==> src/rtl/bias_activate.sv <==
// bias_activate
//   Streams one LEN-element job: for each index it reads an accumulator
//   element and a bias element (both signed Q8.8), adds them, applies the
//   selected activation (ReLU or hard-tanh) and writes the result out with
//   a registered write strobe.
//
// Configuration macro:
//   BIAS_ACTIVATE_SAT_EN  defined   -> bias add saturates to 0x7FFF / 0x8000
//                         undefined -> bias add wraps (low 16 bits kept)
//
// Ports:
//   clk        single clock, rising edge
//   rst        synchronous active-high reset
//   start      job request, sampled only while ready=1
//   act_sel    activation select, latched with start (0 ReLU, 1 hard-tanh)
//   acc_in     accumulator element at sel_acc (combinational read)
//   bias_in    bias element at sel_bias (combinational read)
//   sel_acc    accumulator read index
//   sel_bias   bias read index
//   data_out   registered activated result
//   out_sel    registered write index for data_out
//   out_write  write strobe qualifying data_out/out_sel
//   ready      FSM in IDLE
//   busy       FSM in RUN or DONE
//   done       one-cycle pulse in DONE (last write is visible alongside it)
//
// Handshake: start is a level request, not a valid/ready pair with
// back-pressure. It is accepted on a rising edge where ready=1 and start=1;
// any start seen while ready=0 is dropped. out_write is a pure strobe with
// no back-pressure: the consumer must take data_out/out_sel in the cycle
// out_write=1.
//
// The FSM state is fully decoded on ready/busy/done (IDLE = ready,
// RUN = busy & !done, DONE = done).
module bias_activate #(
  parameter int LEN      = 4,
  parameter int SEL_BITS = 2
) (
  input  logic                clk,
  input  logic                rst,
  input  logic                start,
  input  logic                act_sel,
  input  logic [15:0]         acc_in,
  input  logic [15:0]         bias_in,
  output logic [SEL_BITS-1:0] sel_acc,
  output logic [SEL_BITS-1:0] sel_bias,
  output logic [15:0]         data_out,
  output logic [SEL_BITS-1:0] out_sel,
  output logic                out_write,
  output logic                ready,
  output logic                busy,
  output logic                done
);

  typedef enum logic [1:0] {
    S_IDLE = 2'd0,
    S_RUN  = 2'd1,
    S_DONE = 2'd2
  } state_e;

  localparam logic [SEL_BITS-1:0] LAST_IDX = SEL_BITS'(LEN - 1);

  state_e              state_q, state_d;
  logic [SEL_BITS-1:0] idx_q, idx_d;
  logic                act_q, act_d;
  logic [15:0]         data_q, data_d;
  logic [SEL_BITS-1:0] osel_q, osel_d;
  logic                wr_q, wr_d;

  // Bias add: 17-bit sign-extended sum, overflow when the two top bits differ.
  logic [16:0] sum17;
  logic        ovf;
  logic [15:0] sum16;
  logic [15:0] result;

  assign sum17 = {acc_in[15], acc_in} + {bias_in[15], bias_in};
  assign ovf   = sum17[16] ^ sum17[15];

  always_comb begin
    sum16 = sum17[15:0];
`ifdef BIAS_ACTIVATE_SAT_EN
    // The true sign of the sum is bit 16; clamp towards it on overflow.
    if (ovf) sum16 = sum17[16] ? 16'h8000 : 16'h7FFF;
`else
    if (ovf) sum16 = sum17[15:0];
`endif
  end

  always_comb begin
    result = sum16;
    if (act_q) begin
      // hard-tanh: clamp to [-1.0, +1.0] in Q8.8
      if ($signed(sum16) > $signed(16'h0100))      result = 16'h0100;
      else if ($signed(sum16) < $signed(16'hFF00)) result = 16'hFF00;
    end else begin
      // ReLU
      if (sum16[15]) result = 16'h0000;
    end
  end

  always_comb begin
    state_d = state_q;
    idx_d   = idx_q;
    act_d   = act_q;
    data_d  = data_q;
    osel_d  = osel_q;
    wr_d    = 1'b0;
    case (state_q)
      S_IDLE: begin
        if (start) begin
          state_d = S_RUN;
          idx_d   = '0;
          act_d   = act_sel;
        end
      end
      S_RUN: begin
        data_d = result;
        osel_d = idx_q;
        wr_d   = 1'b1;
        idx_d  = idx_q + 1'b1;
        if (idx_q == LAST_IDX) state_d = S_DONE;
      end
      S_DONE: begin
        state_d = S_IDLE;
      end
      default: begin
        state_d = S_IDLE;
      end
    endcase
  end

  always_ff @(posedge clk) begin
    if (rst) begin
      state_q <= S_IDLE;
      idx_q   <= '0;
      act_q   <= 1'b0;
      data_q  <= '0;
      osel_q  <= '0;
      wr_q    <= 1'b0;
    end else begin
      state_q <= state_d;
      idx_q   <= idx_d;
      act_q   <= act_d;
      data_q  <= data_d;
      osel_q  <= osel_d;
      wr_q    <= wr_d;
    end
  end

  assign sel_acc   = idx_q;
  assign sel_bias  = idx_q;
  assign data_out  = data_q;
  assign out_sel   = osel_q;
  assign out_write = wr_q;
  assign ready     = (state_q == S_IDLE);
  assign busy      = (state_q == S_RUN) || (state_q == S_DONE);
  assign done      = (state_q == S_DONE);

endmodule

==> config.mk <==
export PLATFORM = sky130hd
export DESIGN_NAME = bias_activate
export DESIGN_NICKNAME = d
export VERILOG_FILES = /design/src/rtl/bias_activate.sv
export SDC_FILE = /design/constraint.sdc
export NUM_CORES = 1
export LEC_CHECK = 0
export BUFFER_PORTS_ARGS = -buffer_cell sky130_fd_sc_hd__buf_2
export CORE_MARGIN = 3
export CORE_UTILIZATION = 30
export DETAILED_ROUTE_END_ITERATION = 10
export PLACE_DENSITY = 0.5
export RECOVER_POWER = 25
export SYNTH_ARGS = -nofsm -noshare
export SYNTH_HDL_FRONTEND = slang
export SYNTH_SLANG_ARGS = --single-unit
==> constraint.sdc <==
create_clock -name clk -period 5.9 [get_ports clk]
set_clock_uncertainty 0.1 [all_clocks]
set_input_delay 0.885 -clock clk [delete_from_list [all_inputs] [get_ports clk]]
set_output_delay 0.885 -clock clk [all_outputs]
set_load 0.01 [all_outputs]
==> impl_summary.txt <==
----------------------------------------------------
[Layout]
  Synth-to-Final Area Change ... 20.04%
  Final layout net count ... 339
  Leading cell type in the layout, fill and taps excluded ... buf_2
  Commonest cells after routing, fill and taps aside ... buf_2 (55), dfxtp_1 (24), ha_1 (20)
  Fraction of layout instances using a drive strength above 1 ... 26.33%
  Antenna fix cells ... 0
  Non-filler cells in the finished layout ... 356

[Clocking]
  Quantity of gates resized following cts ... 0
  H-Tree Depth ... 1
  Number of buffers on the longest clock path ... 2
  Post-cts hold buffer count ... 0
  Clock-pin slew reported for the worst setup and hold paths after clock tree synthesis ... 0.08 ns
  CTS Buf Count ... 3
  Post-CTS setup buffer count ... 0
  Clock latency of the later-clocked register in the worst-skew pair ... 0.26 ns
  Clock sinks ... 24
  Root buffer cell ... clkbuf_8
  CTS tree ... built

[Placed design]
  Detailed-placement wirelength estimate ... 3828 um
  Placed cells ... 352
  Port buffer count ... 61
  Placer congestion estimate ... 0.8300

[Floorplan]
  Die Area ... 7519 um2
  Top-level I/O count ... 62
  Die width ... 86.71 um
  Number of core rows ... 28
  Starting Density ... 32.06%
  Vertical die dimension ... 86.71 um
  Area of the core ... 6096 um2

[Timing]
  Final count of pins violating max slew ... 0
  RSZ-0062 raised after global routing ... false
  Count of endpoints failing hold in the final timing report ... 0
  Tightest Pin Transition ... 0.8157 ns
  Aggregate negative setup slack ... 0 ns
  Maximum achievable frequency ... 0.2119 GHz
  Shortest period the worst path allows ... 4.720 ns
  Setup-failing EPs final ... 0
  Final period util ... 79.99%
  Headroom to the max-slew limit ... 45.42%

[Global routing]
  Total global-route track usage ... 12.67%
  Global-route wire length before repair ... 8038 um
  Leftover overflow at the end of global routing ... 0
  Via count of the first global-routing pass ... 1779
  Maximum number of pins on one net before global-route repair ... 15
  Number of antenna violations at the first check in global routing ... 0

[Synthesis]
  Dominant register cell in the synthesized netlist ... dfxtp_1
  Fraction of the mapped netlist area in simple logic gates ... 16.71%
  Synth async-reset ratio ... 0%
  Post-synthesis mux area share ... 1.601%
  Compound-gate portion of the synthesized area ... 31.82%
  Cell count after synthesis ... 228
  Unique masters post-synth ... 55
  Post-synthesis area per instance ... 8.572 um2
  Total nets after synthesis ... 285
  Combinational family with the most area after synthesis ... compound AO/OA/AOI/OAI gates
  Number of warnings issued by yosys ... 0
  Share of the yosys chip area belonging to registers ... 24.58%
  Number of flip-flops and latches in the synthesized netlist ... 24
  Number of enable flip-flop cells after synthesis ... 0
  Adder and majority cell fraction of the synthesized area ... 13.83%
  XOR/XNOR share of the synthesized area ... 6.082%
  Post-Syn Area ... 1954 um2

[Detailed routing]
  Average vias per placed instance ... 5.228
  Drt first pass iters ... 4
  Final wirelength ... 4758 um
  WL/cell ... 13.37 um
  Initial DRC Count ... 84
  Number of remaining DRC errors ... 0
  Total number of vias ... 1861
  Antenna Violating Nets Remaining ... 0

[Setup path]
  CP Max Fanout ... 8
  Worst Setup End Kind ... register
  Worst endpoint data arrival time ... 4.83 ns
  Startpoint type of the worst setup path ... input pin
  Startpoint-to-endpoint class of the critical path ... in -> reg
  Required time worst endpoint ... 6.01 ns

[Power]
  Leakage power ... 0.001121 uW
  Power density cells ... 219.4 nW/um2
  Total design power ... 514.7 uW
  Highest ir drop seen on vdd ... 0.2383 mV

[Outcome]
  Result of the run ... completed

[Worst hold path]
  Worst hold path class ... reg -> reg

[Run]
  Maximum Capacitance Violations ... 0

----------------------------------------------------
==> registers in the layout, indices dropped and copies added (netlist names) <==
register / count
out_sel: 2
act_q: 1
sel_acc: 2
data_out: 16
out_write: 1
state_q: 2
==> area by class of cell <==
cell class | count | area, um2
flip-flops and latches | 24 | 480.5
clock buffers | 3 | 41.29
clock inverters | 1 | 30.03
inverters | 9 | 33.78
repair buffers | 61 | 297.8
multi-input cells | 183 | 1369
well taps | 75 | 93.84
fillers | 677 | 3750
==> worst paths after layout <==
check | start | to | slack, ns | cells past startpoint
worst min register to register | data_out[9] | data_out[9] | 0.36 | 2
worst min-delay path | data_out[9] | data_out[9] | 0.36 | 2
worst max register to register | state_q[1] | data_out[3] | 3.32 | 8
worst max-delay path | acc_in[3] | data_out[3] | 1.18 | 14
==> per-stage QoR <==
step                      cell area (um2)  util [%]  hold slack, ns  setup slack [ns]
final                                2346     38.49          0.3606             1.180
after global routing                 2346     38.49          0.3932            0.9094
after CTS                            2354     38.61          0.3681             1.209
after detailed placement             2282     37.44          0.3542            0.9415
after global placement               2282     37.44          0.3451             1.006
after floorplan                      1954         -          0.3493             1.401
==> power breakdown <==
part	switching [uW]	internal, uW
Sequential	7.99	173
Combinational	109	83.7
Clock	50.3	90.6
==> worst max-delay path, stage by stage <==
cell and delay (ns):
buf_2 0.10, ha_1 0.34, a21o_1 0.23, a221oi_2 0.48
nor2_1 0.16, o211a_1 0.28, or3_1 0.45, nand2_1 0.15
inv_2 0.06, or4_1 0.47, ha_1 0.35, or2_2 0.34
o211ai_2 0.36, a22o_1 0.18
==> metal layers <==
metal  up-vias  global-route usage [%]  wire (um)
met5         -                       0          0
met4         0                   1.700         31
met3         2                   2.186        270
met2        45                   21.42       2144
met1       850                   17.28       2311
li1        964                       -          -
==> Yosys cell counts, types with 3 or more instances <==
cell	instances	share of area [%]
o21ai_1	4	1.0
dfxtp_1	24	25
nand2_1	13	2.5
a22o_1	8	3.6
nand3_1	6	1.5
and3_1	3	0.96
a22oi_1	3	1.2
ha_1	20	13
a21oi_1	18	4.6
inv_1	8	1.5
a211oi_1	7	2.7
o31ai_1	3	1.2
o211ai_1	3	1.2
nor3_1	3	0.77
nor2_1	19	3.6
a21o_1	16	6.1
buf_4	5	1.9
o21ai_0	7	1.8
clkbuf_1	6	1.2
xnor2_1	9	4.0
==> logic make-up (layout without fill, tap and decap cells) <==
logic type,after synthesis,in the layout
AO/OA/AOI/OAI,85,85
XOR/XNOR,12,12
adder cells (fa/ha/maj),21,21
buffers and inverters,21,74
flip-flops,24,24
multiplexers,3,3
AND/OR/NAND/NOR,62,62
Power figures use the tool's default switching activity.
